[src/rtl/globals_pkg.sv]
// Project-wide sizing shared by the SPI controller and the slave models.
package globals_pkg;
    // Five slaves gives a 3-bit index, so indices 5..7 exercise the out-of-range path.
    localparam int NO_OF_SLAVES = 5;
endpackage

[src/rtl/spi_ctrl_pkg.sv]
// Types and widths for the SPI master controller: FSM state encoding and slave index width.
package spi_ctrl_pkg;
    import globals_pkg::NO_OF_SLAVES;

    localparam int SLV_W = (NO_OF_SLAVES > 1) ? $clog2(NO_OF_SLAVES) : 1;

    typedef enum logic [2:0] {
        IDLE,
        CS_SETUP,
        XFER,
        CS_HOLD,
        DONE
    } spi_ctrl_state_e;
endpackage

[src/rtl/spi_sclk_gen.sv]
// SCLK generator: BAUD_DIV half-period divider plus edge counter, emitting edge strobes
// that coincide with the pclk edge on which sclk toggles.
module spi_sclk_gen #(
    parameter int DATA_WIDTH = 8,
    parameter int BAUD_DIV   = 2
) (
    input  logic pclk,
    input  logic areset,
    input  logic en_i,
    input  logic set_i,
    input  logic cpol_i,
    output logic sclk_o,
    output logic lead_edge_o,
    output logic trail_edge_o,
    output logic last_edge_o,
    output logic done_o
);
    localparam int DW = $clog2(BAUD_DIV + 1);
    localparam int EW = $clog2(2 * DATA_WIDTH + 1);
    localparam logic [DW-1:0] DIV_MAX  = DW'(BAUD_DIV);
    localparam logic [EW-1:0] EDGE_MAX = EW'(2 * DATA_WIDTH);

    logic [DW-1:0] div_q, div_d;
    logic [EW-1:0] edge_q, edge_d;
    logic          sclk_q, sclk_d;
    logic          tick;

    // Counters are held at their load values outside XFER, so entering XFER reloads them.
    always_comb begin
        tick   = en_i && (div_q == DIV_MAX) && (edge_q != EDGE_MAX);
        div_d  = div_q;
        edge_d = edge_q;
        sclk_d = sclk_q;
        if (!en_i) begin
            div_d  = DW'(1);
            edge_d = '0;
        end else if (tick) begin
            div_d  = DW'(1);
            edge_d = edge_q + EW'(1);
            sclk_d = ~sclk_q;
        end else if (edge_q != EDGE_MAX) begin
            div_d  = div_q + DW'(1);
        end
        if (set_i) begin
            sclk_d = cpol_i;
        end
    end

    always_ff @(posedge pclk or negedge areset) begin
        if (!areset) begin
            div_q  <= DW'(1);
            edge_q <= '0;
            sclk_q <= 1'b0;
        end else begin
            div_q  <= div_d;
            edge_q <= edge_d;
            sclk_q <= sclk_d;
        end
    end

    assign sclk_o       = sclk_q;
    assign lead_edge_o  = tick && !edge_q[0];
    assign trail_edge_o = tick && edge_q[0];
    assign last_edge_o  = tick && (edge_q == EDGE_MAX - EW'(1));
    assign done_o       = en_i && (edge_q == EDGE_MAX);
endmodule

[src/rtl/spi_master_ctrl.sv]
// SPI master controller: accepts one-character requests, drives SCLK/MOSI/CS_n and returns MISO data.
// Optional CS setup/hold delay states are enabled by defining SPI_CS_DELAY_EN.
module spi_master_ctrl
    import globals_pkg::*;
    import spi_ctrl_pkg::*;
#(
    parameter int DATA_WIDTH = 8,
    parameter int BAUD_DIV   = 2,
    parameter int CS_DLY     = 2
) (
    input  logic                    pclk,
    input  logic                    areset,
    input  logic                    req_valid,
    output logic                    req_ready,
    input  logic [SLV_W-1:0]        req_slave,
    input  logic [DATA_WIDTH-1:0]   req_data,
    input  logic                    req_cpol,
    input  logic                    req_cpha,
    output logic                    rsp_valid,
    output logic [DATA_WIDTH-1:0]   rsp_data,
    output logic                    rsp_err,
    output logic                    busy,
    output logic                    sclk,
    output logic                    mosi,
    input  logic                    miso,
    output logic [NO_OF_SLAVES-1:0] cs_n
);
    localparam int DW = DATA_WIDTH;

    if (DATA_WIDTH < 2 || DATA_WIDTH > 32 || BAUD_DIV < 1 || CS_DLY < 1) begin : g_bad_params
        $error("spi_master_ctrl: illegal parameter value");
    end

    spi_ctrl_state_e         state_q;
    logic                    ready_q, busy_q, rsp_valid_q, rsp_err_q, mosi_q, cpha_q;
    logic [DW-1:0]           rsp_data_q, tx_q, rx_q;
    logic [NO_OF_SLAVES-1:0] cs_n_q, cs_dec;
`ifdef SPI_CS_DELAY_EN
    localparam int CW = $clog2(CS_DLY + 1);
    logic [CW-1:0]           dly_q;
`endif

    logic accept, slave_oob, shift_edge, sample_edge;
    logic lead_edge, trail_edge, last_edge, xfer_done;

    always_comb begin
        accept    = ready_q && req_valid;
        slave_oob = int'(req_slave) >= NO_OF_SLAVES;
        cs_dec    = '1;
        for (int i = 0; i < NO_OF_SLAVES; i++) begin
            if (int'(req_slave) == i) cs_dec[i] = 1'b0;
        end
        // cpha=0 presents the MSB at CS assert, so its final trailing edge has nothing left to shift.
        shift_edge  = cpha_q ? lead_edge : (trail_edge && !last_edge);
        sample_edge = cpha_q ? trail_edge : lead_edge;
    end

    spi_sclk_gen #(
        .DATA_WIDTH (DATA_WIDTH),
        .BAUD_DIV   (BAUD_DIV)
    ) u_sclk_gen (
        .pclk         (pclk),
        .areset       (areset),
        .en_i         (state_q == XFER),
        .set_i        (accept && !slave_oob),
        .cpol_i       (req_cpol),
        .sclk_o       (sclk),
        .lead_edge_o  (lead_edge),
        .trail_edge_o (trail_edge),
        .last_edge_o  (last_edge),
        .done_o       (xfer_done)
    );

    always_ff @(posedge pclk or negedge areset) begin
        if (!areset) begin
            state_q     <= IDLE;
            ready_q     <= 1'b1;
            busy_q      <= 1'b0;
            rsp_valid_q <= 1'b0;
            rsp_err_q   <= 1'b0;
            rsp_data_q  <= '0;
            cs_n_q      <= '1;
            mosi_q      <= 1'b0;
            cpha_q      <= 1'b0;
            tx_q        <= '0;
            rx_q        <= '0;
`ifdef SPI_CS_DELAY_EN
            dly_q       <= '0;
`endif
        end else begin
            rsp_valid_q <= 1'b0;
            if (shift_edge) begin
                mosi_q <= tx_q[DW-1];
                tx_q   <= {tx_q[DW-2:0], 1'b0};
            end
            if (sample_edge) begin
                rx_q <= {rx_q[DW-2:0], miso};
            end
            case (state_q)
                IDLE: begin
                    if (accept) begin
                        ready_q <= 1'b0;
                        busy_q  <= 1'b1;
                        if (slave_oob) begin
                            state_q     <= DONE;
                            rsp_valid_q <= 1'b1;
                            rsp_err_q   <= 1'b1;
                            rsp_data_q  <= '0;
                        end else begin
                            cs_n_q <= cs_dec;
                            cpha_q <= req_cpha;
                            tx_q   <= req_cpha ? req_data : {req_data[DW-2:0], 1'b0};
                            mosi_q <= req_cpha ? 1'b0 : req_data[DW-1];
                            rx_q   <= '0;
`ifdef SPI_CS_DELAY_EN
                            state_q <= CS_SETUP;
                            dly_q   <= CW'(1);
`else
                            state_q <= XFER;
`endif
                        end
                    end
                end
                CS_SETUP: begin
`ifdef SPI_CS_DELAY_EN
                    if (dly_q == CW'(CS_DLY)) state_q <= XFER;
                    else dly_q <= dly_q + CW'(1);
`else
                    state_q <= XFER;
`endif
                end
                XFER: begin
                    if (xfer_done) begin
`ifdef SPI_CS_DELAY_EN
                        state_q <= CS_HOLD;
                        dly_q   <= CW'(1);
`else
                        state_q     <= DONE;
                        cs_n_q      <= '1;
                        rsp_valid_q <= 1'b1;
                        rsp_err_q   <= 1'b0;
                        rsp_data_q  <= rx_q;
`endif
                    end
                end
                CS_HOLD: begin
`ifdef SPI_CS_DELAY_EN
                    if (dly_q == CW'(CS_DLY)) begin
                        state_q     <= DONE;
                        cs_n_q      <= '1;
                        rsp_valid_q <= 1'b1;
                        rsp_err_q   <= 1'b0;
                        rsp_data_q  <= rx_q;
                    end else begin
                        dly_q <= dly_q + CW'(1);
                    end
`else
                    state_q <= IDLE;
`endif
                end
                DONE: begin
                    state_q <= IDLE;
                    ready_q <= 1'b1;
                    busy_q  <= 1'b0;
                end
                default: state_q <= IDLE;
            endcase
        end
    end

    assign req_ready = ready_q;
    assign busy      = busy_q;
    assign rsp_valid = rsp_valid_q;
    assign rsp_err   = rsp_err_q;
    assign rsp_data  = rsp_data_q;
    assign cs_n      = cs_n_q;
    assign mosi      = mosi_q;
endmodule
[config.mk]
export PLATFORM = sky130hd
export DESIGN_NAME = spi_master_ctrl
export DESIGN_NICKNAME = d
export VERILOG_FILES = /design/src/rtl/globals_pkg.sv /design/src/rtl/spi_ctrl_pkg.sv /design/src/rtl/spi_sclk_gen.sv /design/src/rtl/spi_master_ctrl.sv
export SDC_FILE = /design/constraint.sdc
export NUM_CORES = 1
export LEC_CHECK = 0
export CAP_MARGIN = 10
export CORE_ASPECT_RATIO = 0.5
export CORE_UTILIZATION = 40
export CTS_CLUSTER_DIAMETER = 150
export DETAILED_ROUTE_END_ITERATION = 16
export PLACE_DENSITY = 0.71
export REMOVE_ABC_BUFFERS = 1
export SETUP_SLACK_MARGIN = 0.1
export SLEW_MARGIN = 0
export SYNTH_ARGS = -nofsm -noshare
export SYNTH_HDL_FRONTEND = slang
export SYNTH_SLANG_ARGS = --single-unit
[constraint.sdc]
create_clock -name pclk -period 4.42 [get_ports pclk]
set_input_delay 0.442 -clock pclk [delete_from_list [all_inputs] [get_ports pclk]]
set_output_delay 0.442 -clock pclk [all_outputs]
set_load 0.02 [all_outputs]
[After elaboration in Yosys (flattened, before gate mapping)]
Cells that the tools add are included.
Operators by class
  reduce and logical (&&, ||, !) cells: 24
  order comparisons: 1
  add/sub/neg operators: 2
  muxes and demuxes: 53
  equal/unequal tests: 17
  bitwise operators: 2
Operators with widths (number)
  two-way mux 8 bit: 12
  two-way mux 5 bit: 5
  two-way mux 1 bit: 23
  one-hot mux 8 bit (2 select lines): 1
  == test 3 bit (second input constant): 4
  inequality test 2 bit (second input constant): 5
  one-hot mux 5 bit (2 select lines): 1
  logical AND 1 bit: 9
  two-way mux 3 bit: 3
  one-hot mux 3 bit (3 select lines): 1
  one-hot mux 1 bit (2 select lines): 4
  AND reduction 4 bit: 2
  nonzero test 2 bit: 4
  == test 3 x 2 -> 1 bit (second input constant): 2
  zero test 3 bit: 2
  two-way mux 2 bit: 3
  AND reduction 2 bit: 3
  adder 5 x 1 -> 5 bit (second input constant): 1
  == test 5 x 4 -> 1 bit (second input constant): 1
  == test 5 bit (second input constant): 1
  inequality test 5 bit (second input constant): 1
  == test 3 x 1 -> 1 bit (second input constant): 1
  greater-or-equal comparator 3 bit (second input constant): 1
  zero test 1 bit: 3
  5 further kinds: 6
Storage, ports and cells
  logic and storage cells: 113
  flip-flop bits (word level): 46
  output and inout port bits: 19
  input bits: 17

[Longest topological paths before layout]
Gate-level depths: netlist (run 1).
  word-level depth: 11
  gate-level depth with buffers: 8
  depth with buffers taken out: 7

[Hierarchy]
Synthesis (run 1) repeated with hierarchy kept, for this count alone.
Second synthesis, totals
  cell total of the unflattened synthesis: 213
  area, all modules: 2268.4 um2
Modules (own cells, without submodules)
  spi_master_ctrl: cells an instance 161, times used 1, area each 1770.4 um2, sequential area each 933.4 um2
  spi_sclk_gen: cells an instance 52, times used 1, area each 498.0 um2, sequential area each 201.4 um2

[Least setup slack after synthesis (run 1)]
No wires, ideal clock.
  path kind: flip-flop to flip-flop
  start point: register u_sclk_gen.edge_q[0]
  end point: register tx_q[6]
  clock period less this slack: 2107 ps
  path buffers: 1
  stages on the path, launching flop included: 8
  data required time: 4278 ps
  setup slack: 2313 ps
  arrival time: 1965 ps
  library setup time: 142 ps
  path through: dfrtp_1 > ha_1 > and3_1 > ha_1 > or3b_1 > a211oi_4 > buf_4 > o221ai_1
On the way
  cells in the longest elaborated chain, start to end: 10
  elaborated cells between the ends (all ways): 14
  classes of those cells: 2 x eq/ne; 5 x mux; 7 x reduce/logical
Ends and longest elaborated chain
  start: declaration: line spi_sclk_gen.sv:24  | logic [EW-1:0] edge_q, edge_d;
  start signal: assignment: line spi_sclk_gen.sv:56  | edge_q <= edge_d;
  inequality test 5 bit: line spi_sclk_gen.sv:30  | tick = en_i && (div_q == DIV_MAX) && (edge_q != EDGE_MAX);
  logical AND 1 bit: line spi_sclk_gen.sv:30
  logical AND 1 bit: line spi_sclk_gen.sv:64  | assign last_edge_o = tick && (edge_q == EDGE_MAX - EW'(1));
  zero test 1 bit: line spi_master_ctrl.sv:54  | shift_edge = cpha_q ? lead_edge : (trail_edge && !last_edge);
  logical AND 1 bit: line spi_master_ctrl.sv:54
  two-way mux 1 bit (*): line spi_master_ctrl.sv:54
  two-way mux 8 bit (*): line spi_master_ctrl.sv:92  | if (shift_edge) begin
  two-way mux 8 bit: line spi_master_ctrl.sv:104  | if (slave_oob) begin
  two-way mux 8 bit: line spi_master_ctrl.sv:101  | if (accept) begin
  two-way mux 8 bit (*): line spi_master_ctrl.sv:99  | case (state_q)
  end signal: assignment: line spi_master_ctrl.sv:94  | tx_q <= {tx_q[DW-2:0], 1'b0};
  end signal: assignment: line spi_master_ctrl.sv:112  | tx_q <= req_cpha ? req_data : {req_data[DW-2:0], 1'b0};
  end: declaration: line spi_master_ctrl.sv:36  | logic [DW-1:0] rsp_data_q, tx_q, rx_q;
Mark *: on every way between the ends. The rest lies on a longest branch, timed or not.
A chain may end at the register's enable or synchronous reset.

[Worst setup path in the final report (run 1)]
  start point: register u_sclk_gen.edge_q[0]
  end point: register mosi_q, in the netlist mosi
On the way
  cells in the longest elaborated chain, start to end: 10
  elaborated cells between the ends (all ways): 14
  classes of those cells: 2 x eq/ne; 5 x mux; 7 x reduce/logical
Ends and longest elaborated chain
  inequality test 5 bit: line spi_sclk_gen.sv:30
  logical AND 1 bit: line spi_sclk_gen.sv:30
  logical AND 1 bit: line spi_sclk_gen.sv:64
  zero test 1 bit: line spi_master_ctrl.sv:54
  logical AND 1 bit: line spi_master_ctrl.sv:54
  two-way mux 1 bit (*): line spi_master_ctrl.sv:54
  two-way mux 1 bit (*): line spi_master_ctrl.sv:92
  two-way mux 1 bit: line spi_master_ctrl.sv:104
  two-way mux 1 bit: line spi_master_ctrl.sv:101
  two-way mux 1 bit (*): line spi_master_ctrl.sv:99
  end signal: assignment: line spi_master_ctrl.sv:93  | mosi_q <= tx_q[DW-1];
  end signal: assignment: line spi_master_ctrl.sv:113  | mosi_q <= req_cpha ? 1'b0 : req_data[DW-1];
  end: declaration: line spi_master_ctrl.sv:35  | logic ready_q, busy_q, rsp_valid_q, rsp_err_q, mosi_q, cpha_q;
Marks and branches as above.

==> results of run 1 <==
## cells in the final DEF, fill, tap and decap left out, types with 2 or more instances in the layout
cell,synthesis,routed
sky130_fd_sc_hd__ha_1,4,4
sky130_fd_sc_hd__clkbuf_8,0,5
sky130_fd_sc_hd__dfstp_2,7,7
sky130_fd_sc_hd__nand3b_1,3,3
sky130_fd_sc_hd__xnor2_1,3,3
sky130_fd_sc_hd__o221ai_1,7,7
sky130_fd_sc_hd__nor3_1,2,2
sky130_fd_sc_hd__nor2_1,18,18
sky130_fd_sc_hd__clkdlybuf4s50_1,0,34
sky130_fd_sc_hd__inv_1,10,10
sky130_fd_sc_hd__nand2b_1,4,4
sky130_fd_sc_hd__nand3_1,5,5
sky130_fd_sc_hd__o21ai_0,8,8
sky130_fd_sc_hd__and4bb_2,2,2
sky130_fd_sc_hd__a21oi_1,4,4
sky130_fd_sc_hd__mux2_2,4,4
sky130_fd_sc_hd__mux2i_1,16,16
sky130_fd_sc_hd__a22o_1,8,8
sky130_fd_sc_hd__xor2_1,2,2
sky130_fd_sc_hd__nand2_1,21,21
sky130_fd_sc_hd__dfrtp_1,38,38
## path summary, 6_finish.rpt
check / start / cells after the start / endpoint / slack, ns
worst max-delay path: u_sclk_gen.edge_q[0]$_DFFE_PN0P_ / 7 / mosi$_DFF_PN0_ / 1.93
worst min-delay path: areset / 1 / u_sclk_gen.edge_q[1]$_DFFE_PN0P_ / 0.28
worst max register to register: u_sclk_gen.edge_q[0]$_DFFE_PN0P_ / 7 / mosi$_DFF_PN0_ / 1.93
worst min register to register: tx_q[5]$_DFF_PN0_ / 2 / tx_q[6]$_DFF_PN0_ / 0.49
max in group asynchronous: areset / 1 / rsp_valid$_DFF_PN0_ / 3.53
min in group pclk: tx_q[5]$_DFF_PN0_ / 2 / tx_q[6]$_DFF_PN0_ / 0.49
## sequential cells by signal (all words and copies together), names as in the netlist
signal	count
tx_q	8
rx_q	8
mosi	1
rsp_data	8
busy	1
req_ready	1
u_sclk_gen.sclk_o	1
u_sclk_gen.edge_q	5
rsp_err	1
u_sclk_gen.div_q	2
state_q	2
rsp_valid	1
cpha_q	1
cs_n	5
## cell type report
| type | count | area share (%) |
|---|---|---|
| flip-flops and latches | 45 | 43.8 |
| multi-input cells | 126 | 33.8 |
| repair buffers | 35 | 13.3 |
| well taps | 70 | 3.38 |
| clock buffers | 6 | 2.80 |
| clock inverters | 2 | 1.50 |
| inverters | 10 | 1.45 |
## stage by stage
stage,instances,power (mW)
2_1_floorplan,181,0.780
3_3_place_gp,286,0.896
3_5_place_dp,286,0.910
4_1_cts,294,1.22
5_1_grt,294,1.28
6_report,294,1.21
## cells by family after synthesis
family	synth area share, %
adder cells (fa/ha/maj)	2.39
AND/OR/NAND/NOR	16.3
XOR/XNOR	2.09
multiplexers	9.81
flip-flops	54.3
buffers and inverters	3.83
AO/OA/AOI/OAI	11.3
## cells in the mapped netlist, drive strengths merged
master	instances
dfrtp	38
mux2	4
nand4	2
and3b	1
a211oi	1
xor2	2
or3	1
or4	1
nand2b	4
a22o	8
nand4bb	1
and2	1
dfstp	7
nand2	21
xnor2	3
nor2	19
buf	4
a21oi	4
nor3	2
a41oi	1
a21o	1
o221ai	7
clkbuf	6
ha	4
nand3	5
mux2i	16
nand3b	3
or3b	1
and4bb	2
and3	1
inv	10
a31o	1
o21ai	8
nor2b	1
## power by group through the flow
stage               clock [mW]  combinational, mW  sequential, mW
floorplan                    0              0.167           0.613
global placement             0              0.307           0.589
detailed placement           0              0.316           0.594
CTS                      0.318              0.318           0.585
global route             0.330              0.346           0.599
finish                   0.311              0.312           0.585
## routing by layer
| layer | GRT usage (%) | routed length (um) | vias to the layer above |
|---|---|---|---|
| met5 | 0 | 0 | - |
| met4 | 4.29 | 28 | 0 |
| met3 | 3.57 | 105 | 4 |
| met2 | 26.1 | 1760 | 18 |
| met1 | 18.6 | 1880 | 721 |
| li1 | - | - | 733 |
==> metrics.txt, run 1 <==
# TYPE chip_impl_metric gauge
chip_impl_metric{name="area.growth.synth_to_final",unit="%"} 24.0
chip_impl_metric{name="detail_route.first_pass.iterations",unit=""} 4
chip_impl_metric{name="die_width",unit="um"} 104
chip_impl_metric{name="detailroute.via_count",unit=""} 1476
chip_impl_metric{name="clock_sinks",unit=""} 45
chip_impl_metric{name="antenna_cells_inserted",unit=""} 0
chip_impl_metric{name="gr-usage-all-layers",unit="%"} 14.8
chip_impl_metric{name="worst_slew_pin_slew",unit="ns"} 0.963
chip_impl_metric{name="grt_pass1_vias",unit=""} 1418
chip_impl_info{name="most_area_consuming_cells_after_synthesis",value="sky130_fd_sc_hd__dfrtp_1, sky130_fd_sc_hd__dfstp_2, sky130_fd_sc_hd__mux2i_1"} 1
chip_impl_metric{name="slew_headroom",unit="%"} 35.8
chip_impl_metric{name="grt_max_degree",unit=""} 46
chip_impl_metric{name="postSynthAreaPerCell",unit="um2"} 10.9
chip_impl_metric{name="place_ws",unit="ns"} 1.94
chip_impl_metric{name="total_leakage_power",unit="nW"} 1.19
chip_impl_metric{name="setup_total_negative_slack",unit="ns"} 0
chip_impl_metric{name="worst-path-buf-inv",unit=""} 0
chip_impl_info{name="path_class",value="register to register"} 1
chip_impl_metric{name="arrival",unit="ns"} 2.64
chip_impl_metric{name="clock_latency_at_the_later_pin_of_the_worst_skew_pair",unit="ns"} 0.30
chip_impl_metric{name="die_h",unit="um"} 53.1
chip_impl_metric{name="floorplan_die_area",unit="um2"} 5540
chip_impl_metric{name="hold_ws",unit="ns"} 0.280
chip_impl_metric{name="wire_per_inst",unit="um"} 12.8
chip_impl_metric{name="synth_warnings",unit=""} 0
chip_impl_info{name="worst_path_most_repeated_cell",value="sky130_fd_sc_hd__ha_1"} 1
chip_impl_metric{name="clock_tree.htree_level_count",unit=""} 2
chip_impl_info{name="cts_tree",value="yes"} 1
chip_impl_metric{name="critPathRequiredTime",unit="ns"} 4.58
chip_impl_info{name="crit_chain",value="ha_1 -> and3_1 -> ha_1 -> or3b_1 -> a211oi_4 -> mux2i_1 -> a21oi_1"} 1
chip_impl_metric{name="numCtsBuffers",unit=""} 5
chip_impl_metric{name="setup_viol_count_final",unit=""} 0
chip_impl_metric{name="post_drt_via_cell_ratio",unit=""} 5.02
chip_impl_metric{name="finalHoldViolCount",unit=""} 0
chip_impl_metric{name="seqPwrFrac",unit="%"} 48.4
chip_impl_metric{name="final_design_area_no_fill",unit="um2"} 2590
chip_impl_metric{name="post_cts.repair.setup_buffers",unit=""} 0
chip_impl_metric{name="num-nets-final",unit=""} 244
chip_impl_metric{name="num_io_pins",unit=""} 36
chip_impl_info{name="status",value="finished, final reports clean"} 1
chip_impl_info{name="timing.critical_path.from_type",value="register"} 1
chip_impl_metric{name="yosys_register_bits",unit=""} 45
chip_impl_info{name="synth_top_area_cell",value="sky130_fd_sc_hd__dfrtp_1"} 1
chip_impl_metric{name="core",unit="um2"} 4980
chip_impl_metric{name="finish.utilization",unit="%"} 52.1
chip_impl_info{name="cts_root_buffer",value="sky130_fd_sc_hd__clkbuf_8"} 1
chip_impl_metric{name="cellPowerDensity",unit="nW/um2"} 466
chip_impl_metric{name="ctsLongestPathBuffers",unit=""} 2
chip_impl_info{name="rsz0062_at_grt",value="false"} 1
chip_impl_metric{name="finalCritPeriodShare",unit="%"} 56.2
chip_impl_metric{name="drc_violation_count_after_routing",unit=""} 0
chip_impl_metric{name="fill_cells",unit=""} 428
chip_impl_metric{name="net-switching-power",unit="uW"} 364
chip_impl_metric{name="final.setup.worst_slack",unit="ns"} 1.93
chip_impl_metric{name="final_max_slew_viol_count",unit=""} 0
chip_impl_metric{name="timing.critical_path.slowest_cell_delay",unit="ns"} 0.58
chip_impl_metric{name="layout-drive-gt1-share",unit="%"} 11.2
chip_impl_metric{name="placedInstanceArea",unit="um2"} 2480
chip_impl_metric{name="antenna_found_initial",unit=""} 0
chip_impl_info{name="setup.worst_path.end_class",value="register"} 1
chip_impl_info{name="critical_path.top_delay_family",value="compound AO/OA/AOI/OAI gates"} 1
chip_impl_metric{name="ys_types",unit=""} 38
chip_impl_metric{name="start_util",unit="%"} 42.0
chip_impl_metric{name="max_freq",unit="GHz"} 0.402
chip_impl_metric{name="hold_buffers",unit=""} 0
chip_impl_metric{name="dpl.hpwl",unit="mm"} 2.72
chip_impl_metric{name="dr.first_iter.drc_count",unit=""} 85
chip_impl_metric{name="post_synth_inst_count",unit=""} 191
chip_impl_metric{name="final_period_minus_worst_setup_slack",unit="ns"} 2.49
chip_impl_metric{name="skew",unit="ns"} 0.00628
chip_impl_metric{name="total_global_routing_overflow",unit=""} 0
chip_impl_metric{name="power.combinational.fraction",unit="%"} 25.8
chip_impl_metric{name="vdd_ir_drop_max",unit="V"} 0.000210
chip_impl_metric{name="clk_pin_slew_worst_paths",unit="ns"} 0.09
chip_impl_metric{name="yosysSeqAreaShare",unit="%"} 54.3
chip_impl_metric{name="grt_pass1_wl",unit="mm"} 6.36
chip_impl_info{name="worst_path_slowest_cell",value="sky130_fd_sc_hd__a211oi_4"} 1
chip_impl_metric{name="synth_top_area_share",unit="%"} 45.5
chip_impl_metric{name="netSwitchingFraction",unit="%"} 30.2
chip_impl_metric{name="multiInputGateArea",unit="um2"} 876
chip_impl_metric{name="route.antenna.remaining_nets",unit=""} 0
chip_impl_metric{name="cp_max_fo",unit=""} 16
chip_impl_info{name="worst_min_path_class",value="input pin to async pin"} 1
chip_impl_metric{name="synth_area",unit="um2"} 2090
chip_impl_metric{name="p_clk_share",unit="%"} 25.7
chip_impl_metric{name="internal",unit="uW"} 843
chip_impl_metric{name="ff_latch_area",unit="um2"} 1130
chip_impl_metric{name="io_buffer_count",unit=""} 35
chip_impl_metric{name="finalWirelength",unit="mm"} 3.78
chip_impl_metric{name="rows",unit=""} 18
chip_impl_metric{name="finalWeightedCongestion",unit=""} 0.791
chip_impl_metric{name="post_cts.resized_instances",unit=""} 0
chip_impl_metric{name="drv_cap",unit=""} 0
(Power assumes the default switching activity.)
==> run 2, diff against run 1 <==
==> constraint.sdc (replaced) <==
create_clock -name pclk -period 2.52 [get_ports pclk]
set_input_delay 0.252 -clock pclk [delete_from_list [all_inputs] [get_ports pclk]]
set_output_delay 0.252 -clock pclk [all_outputs]
set_load 0.02 [all_outputs]
==> run 2 against run 1 <==
  * Non-clock buffer count increased by 3
  * Sequential share of layout area shrank 0.38 points
  * Combinational power rose by 76%
  * Worst hold slack worse by 0.17 ns
  * Critical path depth is the same
  * Critical endpoint is now tx_q[2]$_DFF_PN0_
  * Largest power group unchanged
==> metrics.txt, run 2 (synthesis results as in run 1) <==
# TYPE chip_impl_metric gauge
chip_impl_metric{name="antenna_cells_inserted",unit=""} 0
chip_impl_metric{name="ctsLongestPathBuffers",unit=""} 2
chip_impl_metric{name="timing.critical_path.slowest_cell_delay",unit="ns"} 0.43
chip_impl_metric{name="flop2flop_setup_slack",unit="ns"} 0.32
chip_impl_info{name="crit_chain",value="ha_1 -> and3_1 -> ha_1 -> or3b_1 -> a211oi_4 -> buf_4 -> o221ai_1"} 1
chip_impl_metric{name="core",unit="um2"} 4980
chip_impl_metric{name="design_power_total",unit="mW"} 2.12
chip_impl_metric{name="skew",unit="ns"} 0.00838
chip_impl_metric{name="fill_cells",unit=""} 424
chip_impl_info{name="rr_startpoint",value="u_sclk_gen.edge_q[0]$_DFFE_PN0P_"} 1
chip_impl_metric{name="detail_route.first_pass.iterations",unit=""} 4
chip_impl_info{name="most_common_cell_after_layout_fill_and_taps_aside",value="sky130_fd_sc_hd__dfrtp_1"} 1
chip_impl_metric{name="drc_violation_count_after_routing",unit=""} 0
chip_impl_metric{name="ff2ff_path_depth",unit=""} 7
chip_impl_metric{name="gr-usage-all-layers",unit="%"} 14.8
chip_impl_info{name="cts_root_buffer",value="sky130_fd_sc_hd__clkbuf_8"} 1
chip_impl_metric{name="clk_pin_slew_worst_paths",unit="ns"} 0.09
chip_impl_metric{name="finalWeightedCongestion",unit=""} 0.816
chip_impl_metric{name="num_io_pins",unit=""} 36
chip_impl_info{name="timing.critical_path.from_type",value="register"} 1
chip_impl_metric{name="final_period_minus_worst_setup_slack",unit="ns"} 2.20
chip_impl_metric{name="finalWirelength",unit="mm"} 3.87
chip_impl_metric{name="gr-usage-met2",unit="%"} 24.1
chip_impl_metric{name="detailroute.via_count",unit=""} 1489
chip_impl_metric{name="total_leakage_power",unit="nW"} 1.20
chip_impl_metric{name="hold_buffers",unit=""} 0
chip_impl_info{name="status",value="finished, final reports clean"} 1
chip_impl_metric{name="start_util",unit="%"} 42.0
chip_impl_metric{name="dpl.hpwl",unit="mm"} 2.76
chip_impl_metric{name="post_cts.repair.setup_buffers",unit=""} 0
chip_impl_metric{name="setup_total_negative_slack",unit="ns"} 0
chip_impl_info{name="most_used_cells_in_the_layout_excluding_fill_and_tap_cells",value="sky130_fd_sc_hd__dfrtp_1, sky130_fd_sc_hd__clkdlybuf4s50_1, sky130_fd_sc_hd__nand2_1, sky130_fd_sc_hd__nor2_1, sky130_fd_sc_hd__mux2i_1"} 1
chip_impl_metric{name="cellPowerDensity",unit="nW/um2"} 812
chip_impl_info{name="path_class",value="register to register"} 1
chip_impl_metric{name="worst_slew_pin_slew",unit="ns"} 0.977
chip_impl_metric{name="grt_pass1_wl",unit="mm"} 6.30
chip_impl_metric{name="wire_per_inst",unit="um"} 13.0
chip_impl_info{name="rsz0062_at_grt",value="false"} 1
chip_impl_metric{name="max_freq",unit="GHz"} 0.455
chip_impl_metric{name="clock_latency_at_the_later_pin_of_the_worst_skew_pair",unit="ns"} 0.30
chip_impl_metric{name="grt_max_degree",unit=""} 46
chip_impl_metric{name="area.growth.synth_to_final",unit="%"} 25.1
chip_impl_metric{name="finalHoldViolCount",unit=""} 0
chip_impl_metric{name="total_global_routing_overflow",unit=""} 0
chip_impl_metric{name="post_cts.resized_instances",unit=""} 0
chip_impl_metric{name="route.antenna.remaining_nets",unit=""} 0
chip_impl_metric{name="drv_cap",unit=""} 0
chip_impl_info{name="worst_path_most_repeated_cell",value="sky130_fd_sc_hd__ha_1"} 1
chip_impl_info{name="worst_path_slowest_cell",value="sky130_fd_sc_hd__dfrtp_1"} 1
chip_impl_metric{name="final_max_slew_viol_count",unit=""} 0
chip_impl_metric{name="vdd_ir_drop_max",unit="V"} 0.000285
chip_impl_metric{name="io_buffer_count",unit=""} 35
chip_impl_info{name="globalRoute.busiestLayer",value="met2"} 1
chip_impl_metric{name="antenna_found_initial",unit=""} 0
chip_impl_info{name="critical_path.reg2reg.endpoint",value="tx_q[2]$_DFF_PN0_"} 1
chip_impl_metric{name="clock_tree.htree_level_count",unit=""} 2
chip_impl_metric{name="rows",unit=""} 18
chip_impl_metric{name="grt_util_met3",unit="%"} 3.45
chip_impl_metric{name="layout-drive-gt1-share",unit="%"} 12.3
chip_impl_metric{name="num-nets-final",unit=""} 247
chip_impl_info{name="setup.worst_path.end_class",value="register"} 1
chip_impl_info{name="worst_min_path_class",value="input pin to async pin"} 1
chip_impl_metric{name="numCtsBuffers",unit=""} 5
chip_impl_metric{name="cp_max_fo",unit=""} 15
chip_impl_metric{name="die_width",unit="um"} 104
chip_impl_metric{name="grt_pass1_vias",unit=""} 1395
chip_impl_metric{name="dr.first_iter.drc_count",unit=""} 67
chip_impl_metric{name="arrival",unit="ns"} 2.36
chip_impl_info{name="cts_tree",value="yes"} 1
chip_impl_metric{name="floorplan_die_area",unit="um2"} 5540
chip_impl_metric{name="finalCritPeriodShare",unit="%"} 87.2
chip_impl_metric{name="post_drt_via_cell_ratio",unit=""} 5.01
chip_impl_metric{name="setup_viol_count_final",unit=""} 0
chip_impl_metric{name="slew_headroom",unit="%"} 34.9
chip_impl_metric{name="grt_util_met1",unit="%"} 19.5
chip_impl_metric{name="critPathRequiredTime",unit="ns"} 2.68
chip_impl_metric{name="clock_sinks",unit=""} 45
chip_impl_metric{name="finish.utilization",unit="%"} 52.5
chip_impl_metric{name="die_h",unit="um"} 53.1
run 2: stage by stage:
| stage | cell area, um2 | cells | worst slack [ns] | hold slack (ns) |
|---|---|---|---|---|
| after floorplan | 2050 | 181 | 0.259 | -0.0436 |
| after global placement | 2500 | 289 | 0.390 | 0.456 |
| after detailed placement | 2500 | 289 | 0.319 | 0.474 |
| after CTS | 2620 | 297 | 0.299 | 0.141 |
| after global routing | 2620 | 297 | 0.173 | 0.189 |
| final | 2620 | 297 | 0.322 | 0.106 |
run 2: where the power goes:
group / switching [mW] / internal, mW
registers: 0.116 / 0.909
logic: 0.276 / 0.273
clock network: 0.253 / 0.298
total: 0.645 / 1.48
run 2: how the worst max path moves through the flow:
stage,start,end
finish,u_sclk_gen.edge_q[0]$_DFFE_PN0P_,tx_q[2]$_DFF_PN0_
global route,u_sclk_gen.edge_q[0]$_DFFE_PN0P_,tx_q[2]$_DFF_PN0_
global placement,u_sclk_gen.edge_q[0]$_DFFE_PN0P_,tx_q[2]$_DFF_PN0_
floorplan,u_sclk_gen.edge_q[0]$_DFFE_PN0P_,mosi$_DFF_PN0_
CTS,u_sclk_gen.edge_q[0]$_DFFE_PN0P_,tx_q[2]$_DFF_PN0_
detailed placement,u_sclk_gen.edge_q[0]$_DFFE_PN0P_,tx_q[2]$_DFF_PN0_
run 2: layer usage:
layer,share of wire [%],wire length (um)
met1,51,1970
met2,45,1760
met3,2.7,106
met4,1.1,41
met5,0,0
run 2: cell type report:
class | count | area, um2 | share of cell area (%)
flip-flops and latches | 45 | 1130 | 43.4
multi-input cells | 126 | 876 | 33.5
repair buffers | 38 | 368 | 14.1
well taps | 70 | 87.6 | 3.35
clock buffers | 6 | 72.6 | 2.78
clock inverters | 2 | 38.8 | 1.48
inverters | 10 | 37.5 | 1.44
run 2: worst max-delay path: cells and delay by family, from the launching register on:
family | cells | cell delay, ns
AND/OR/NAND/NOR | 2 | 0.60
flip-flops | 1 | 0.43
adder cells (fa/ha/maj) | 2 | 0.40
AO/OA/AOI/OAI | 2 | 0.39
buffers and inverters | 1 | 0.23
==> run 3, diff against run 2 <==
--- a/config.mk
+++ b/config.mk
@@ -5,12 +5,14 @@
 export SDC_FILE = /design/constraint.sdc
 export NUM_CORES = 1
 export LEC_CHECK = 0
+export ABC_AREA = 1
+export ABC_CLOCK_PERIOD_IN_PS = 2520
 export CAP_MARGIN = 10
 export CORE_ASPECT_RATIO = 0.5
 export CORE_UTILIZATION = 40
 export CTS_CLUSTER_DIAMETER = 150
 export DETAILED_ROUTE_END_ITERATION = 16
-export PLACE_DENSITY = 0.71
+export PLACE_DENSITY = 0.7
 export REMOVE_ABC_BUFFERS = 1
 export SETUP_SLACK_MARGIN = 0.1
 export SLEW_MARGIN = 0
==> run 3 against run 2 <==
  * Sequential share of layout area fell by 3.8 points
  * Worst setup slack improved by 0.12 ns
  * Area after synthesis rose by 9.6%
  * Via count rose by 32%
  * Sequential power rose by 16%
  * Clock skew fell by 0.0054 ns
  * Highest routed layer unchanged
  * Flip-flop and latch count did not move
  * Combinational power rose by 120%
  * Cell count rose by 31%
  * Critical path depth rose by 2
==> metrics.txt, run 3 <==
# TYPE chip_impl_metric gauge
chip_impl_metric{name="synth.mux.area_fraction",unit="%"} 0
chip_impl_metric{name="synth-compound-area-share",unit="%"} 8.30
chip_impl_metric{name="setup_viol_count_final",unit=""} 0
chip_impl_metric{name="synth_fa_ha_area_share",unit="%"} 2.18
chip_impl_metric{name="ff2ff_path_depth",unit=""} 9
chip_impl_metric{name="setup_total_negative_slack",unit="ns"} 0
chip_impl_metric{name="max_freq",unit="GHz"} 0.482
chip_impl_metric{name="fill_cells",unit=""} 505
chip_impl_metric{name="area.growth.synth_to_final",unit="%"} 25.2
chip_impl_metric{name="place_ws",unit="ns"} 0.466
chip_impl_metric{name="finalWirelength",unit="mm"} 4.85
chip_impl_metric{name="ys_types",unit=""} 30
chip_impl_metric{name="total_leakage_power",unit="nW"} 1.42
chip_impl_metric{name="cp_max_fo",unit=""} 20
chip_impl_metric{name="grt_pass1_wl",unit="mm"} 8.07
chip_impl_info{name="synth_most_common_cell",value="sky130_fd_sc_hd__nand2_1"} 1
chip_impl_metric{name="final_max_slew_viol_count",unit=""} 0
chip_impl_metric{name="power.combinational.fraction",unit="%"} 39.2
chip_impl_info{name="setup.worst_path.end_class",value="register"} 1
chip_impl_metric{name="synthesized_area_fraction_occupied_by_xor_and_xnor_cells",unit="%"} 0
chip_impl_metric{name="antenna_found_initial",unit=""} 0
chip_impl_metric{name="net-switching-power",unit="mW"} 1.12
chip_impl_metric{name="finalHoldViolCount",unit=""} 0
chip_impl_metric{name="post_cts.repair.setup_buffers",unit=""} 0
chip_impl_info{name="critPathLaunch",value="u_sclk_gen.edge_q[0]$_DFFE_PN0P_"} 1
chip_impl_metric{name="antenna_cells_inserted",unit=""} 0
chip_impl_metric{name="worst_slew_pin_slew",unit="ns"} 0.985
chip_impl_metric{name="grt_max_degree",unit=""} 46
chip_impl_metric{name="internal",unit="mW"} 1.93
chip_impl_metric{name="floorplan_die_area",unit="um2"} 6060
chip_impl_metric{name="hold_buffers",unit=""} 0
chip_impl_info{name="most_used_cells_in_the_layout_excluding_fill_and_tap_cells",value="sky130_fd_sc_hd__nand2_1, sky130_fd_sc_hd__nand3_1, sky130_fd_sc_hd__dfrtp_1, sky130_fd_sc_hd__clkdlybuf4s50_1, sky130_fd_sc_hd__inv_1"} 1
chip_impl_metric{name="post_drt_via_cell_ratio",unit=""} 5.05
chip_impl_metric{name="cellPowerDensity",unit="nW/um2"} 1060
chip_impl_metric{name="num-nets-final",unit=""} 336
chip_impl_info{name="rsz0062_at_grt",value="false"} 1
chip_impl_info{name="synth_top_area_cell",value="sky130_fd_sc_hd__dfrtp_1"} 1
chip_impl_metric{name="vdd_ir_drop_max",unit="V"} 0.000431
chip_impl_info{name="most_area_consuming_cells_after_synthesis",value="sky130_fd_sc_hd__dfrtp_1, sky130_fd_sc_hd__nand2_1, sky130_fd_sc_hd__nand3_1"} 1
chip_impl_metric{name="ctsLongestPathBuffers",unit=""} 2
chip_impl_metric{name="clk_pin_slew_worst_paths",unit="ns"} 0.06
chip_impl_info{name="timing.critical_path.from_type",value="register"} 1
chip_impl_metric{name="skew",unit="ns"} 0.00295
chip_impl_info{name="cts_tree",value="yes"} 1
chip_impl_info{name="rr_startpoint",value="u_sclk_gen.edge_q[0]$_DFFE_PN0P_"} 1
chip_impl_metric{name="post_synth_inst_count",unit=""} 278
chip_impl_metric{name="yosysSeqAreaShare",unit="%"} 49.5
chip_impl_metric{name="clock_sinks",unit=""} 45
chip_impl_metric{name="detail_route.first_pass.iterations",unit=""} 5
chip_impl_metric{name="clock_latency_at_the_later_pin_of_the_worst_skew_pair",unit="ns"} 0.28
chip_impl_metric{name="final_period_minus_worst_setup_slack",unit="ns"} 2.07
chip_impl_info{name="ys_top_cells_by_count",value="sky130_fd_sc_hd__nand2_1, sky130_fd_sc_hd__nand3_1, sky130_fd_sc_hd__dfrtp_1"} 1
chip_impl_metric{name="drc_violation_count_after_routing",unit=""} 0
chip_impl_metric{name="detailroute.via_count",unit=""} 1963
chip_impl_metric{name="netSwitchingFraction",unit="%"} 36.8
chip_impl_metric{name="layout-drive-gt1-share",unit="%"} 11.1
chip_impl_metric{name="route.antenna.remaining_nets",unit=""} 0
chip_impl_metric{name="post_cts.resized_instances",unit=""} 0
chip_impl_metric{name="start_util",unit="%"} 41.7
chip_impl_metric{name="arrival",unit="ns"} 2.21
chip_impl_metric{name="wire_per_inst",unit="um"} 12.5
chip_impl_metric{name="slew_headroom",unit="%"} 34.3
chip_impl_metric{name="clock_tree.htree_level_count",unit=""} 2
chip_impl_metric{name="p_clk_share",unit="%"} 22.1
chip_impl_metric{name="synth_simple_gate_area_share",unit="%"} 32.9
chip_impl_metric{name="dr.first_iter.drc_count",unit=""} 105
chip_impl_metric{name="seqPwrFrac",unit="%"} 38.7
chip_impl_metric{name="number_of_synthesized_flops_with_an_enable_pin",unit=""} 0
chip_impl_metric{name="total_global_routing_overflow",unit=""} 0
chip_impl_info{name="worst_min_path_class",value="input pin to async pin"} 1
chip_impl_metric{name="drv_cap",unit=""} 0
chip_impl_metric{name="core",unit="um2"} 5490
chip_impl_metric{name="critPathRequiredTime",unit="ns"} 2.66
chip_impl_metric{name="num_io_pins",unit=""} 36
chip_impl_metric{name="async_reset_ff_share",unit="%"} 100
chip_impl_info{name="path_class",value="register to register"} 1
chip_impl_metric{name="rows",unit=""} 19
chip_impl_info{name="cts_root_buffer",value="sky130_fd_sc_hd__clkbuf_16"} 1
chip_impl_info{name="critPathCapture",value="rsp_data[1]$_DFFE_PN0P_"} 1
chip_impl_metric{name="synth_top_area_share",unit="%"} 41.5
chip_impl_metric{name="dpl.hpwl",unit="mm"} 3.41
chip_impl_metric{name="numCtsBuffers",unit=""} 5
chip_impl_metric{name="die_width",unit="um"} 109
chip_impl_metric{name="postSynthAreaPerCell",unit="um2"} 8.25
chip_impl_metric{name="final.setup.worst_slack",unit="ns"} 0.446
chip_impl_info{name="most_common_cell_after_layout_fill_and_taps_aside",value="sky130_fd_sc_hd__nand2_1"} 1
chip_impl_metric{name="synth_area",unit="um2"} 2290
chip_impl_info{name="critical_path.reg2reg.endpoint",value="rsp_data[1]$_DFFE_PN0P_"} 1
chip_impl_metric{name="yosys_register_bits",unit=""} 45
chip_impl_metric{name="die_h",unit="um"} 55.5
chip_impl_info{name="largest_family_of_logic_cells_by_synthesized_area",value="simple AND/OR/NAND/NOR gates"} 1
chip_impl_metric{name="finalWeightedCongestion",unit=""} 0.762
chip_impl_info{name="dominantRegCellSynth",value="sky130_fd_sc_hd__dfrtp_1"} 1
chip_impl_metric{name="io_buffer_count",unit=""} 35
chip_impl_metric{name="grt_pass1_vias",unit=""} 1750
chip_impl_metric{name="flop2flop_setup_slack",unit="ns"} 0.45
chip_impl_metric{name="finalCritPeriodShare",unit="%"} 82.3
chip_impl_metric{name="synth_warnings",unit=""} 0
chip_impl_metric{name="gr-usage-all-layers",unit="%"} 17.3
chip_impl_info{name="status",value="finished, final reports clean"} 1
-- run 3: routing by layer --
metal	track usage, %	part of all wire, %	wire [um]
met5	0	0	0
met4	5.21	0.87	42
met3	4.01	5.6	271
met2	27.1	46	2240
met1	23.9	47	2290
-- run 3: cell type report --
cell class	count	area [um2]	area share, %
Multi-Input combinational cell	191	993	34.6
Tap cell	73	91.3	3.18
Sequential cell	45	1130	39.6
Inverter	35	131	4.58
Clock inverter	1	5.00	0.174
Timing Repair Buffer	37	360	12.6
Clock buffer	7	153	5.32
-- run 3: worst max-delay path, cell delays in order (launching register included) --
cell and delay [ns]:
sky130_fd_sc_hd__dfrtp_1 0.42, sky130_fd_sc_hd__inv_1 0.30, sky130_fd_sc_hd__ha_1 0.22, sky130_fd_sc_hd__nand2_1 0.05, sky130_fd_sc_hd__inv_1 0.08, sky130_fd_sc_hd__nand2_4 0.11
sky130_fd_sc_hd__nor2_1 0.20, sky130_fd_sc_hd__inv_1 0.28, sky130_fd_sc_hd__nand3_1 0.17, sky130_fd_sc_hd__o21ai_0 0.10
-- run 3: metrics by stage --
step / hold WS, ns / std cells / instance area, um2 / util (%) / power [mW]
after global routing: 0.224 / 389 / 2870 / 52.2 / 3.26
after floorplan: -0.0436 / 271 / 2260 / - / 1.95
final: 0.139 / 389 / 2870 / 52.2 / 3.05
after global placement: 0.470 / 381 / 2710 / 49.4 / 2.35
after detailed placement: 0.463 / 381 / 2710 / 49.4 / 2.38
after CTS: 0.164 / 389 / 2870 / 52.2 / 3.07
-- run 3: cells by family (layout without fill, tap and decap cells) --
group | after synthesis | in the layout
AND/OR/NAND/NOR | 152 | 152
flip-flops | 45 | 45
buffers and inverters | 42 | 80
AO/OA/AOI/OAI | 35 | 35
adder cells (fa/ha/maj) | 4 | 4
-- run 3: how the worst min path moves through the flow --
stage                                         end  slack, ns  cells after the start
finish                          tx_q[3]$_DFF_PN0_       0.14                      1
CTS                 u_sclk_gen.sclk_o$_DFFE_PN0P_       0.16                      1
detailed placement               busy$_DFFE_PN0P_       0.46                      1
global placement                 busy$_DFFE_PN0P_       0.47                      1
global route        u_sclk_gen.sclk_o$_DFFE_PN0P_       0.22                      1
floorplan                        busy$_DFFE_PN0P_      -0.04                      0
-- run 3: power groups by stage --
stage / Clock [mW] / Sequential (mW) / Combinational [mW]
after detailed placement: 0 / 1.19 / 1.19
after floorplan: 0 / 1.30 / 0.654
after CTS: 0.692 / 1.18 / 1.20
after global placement: 0 / 1.18 / 1.17
after global routing: 0.718 / 1.21 / 1.33
final: 0.676 / 1.18 / 1.20
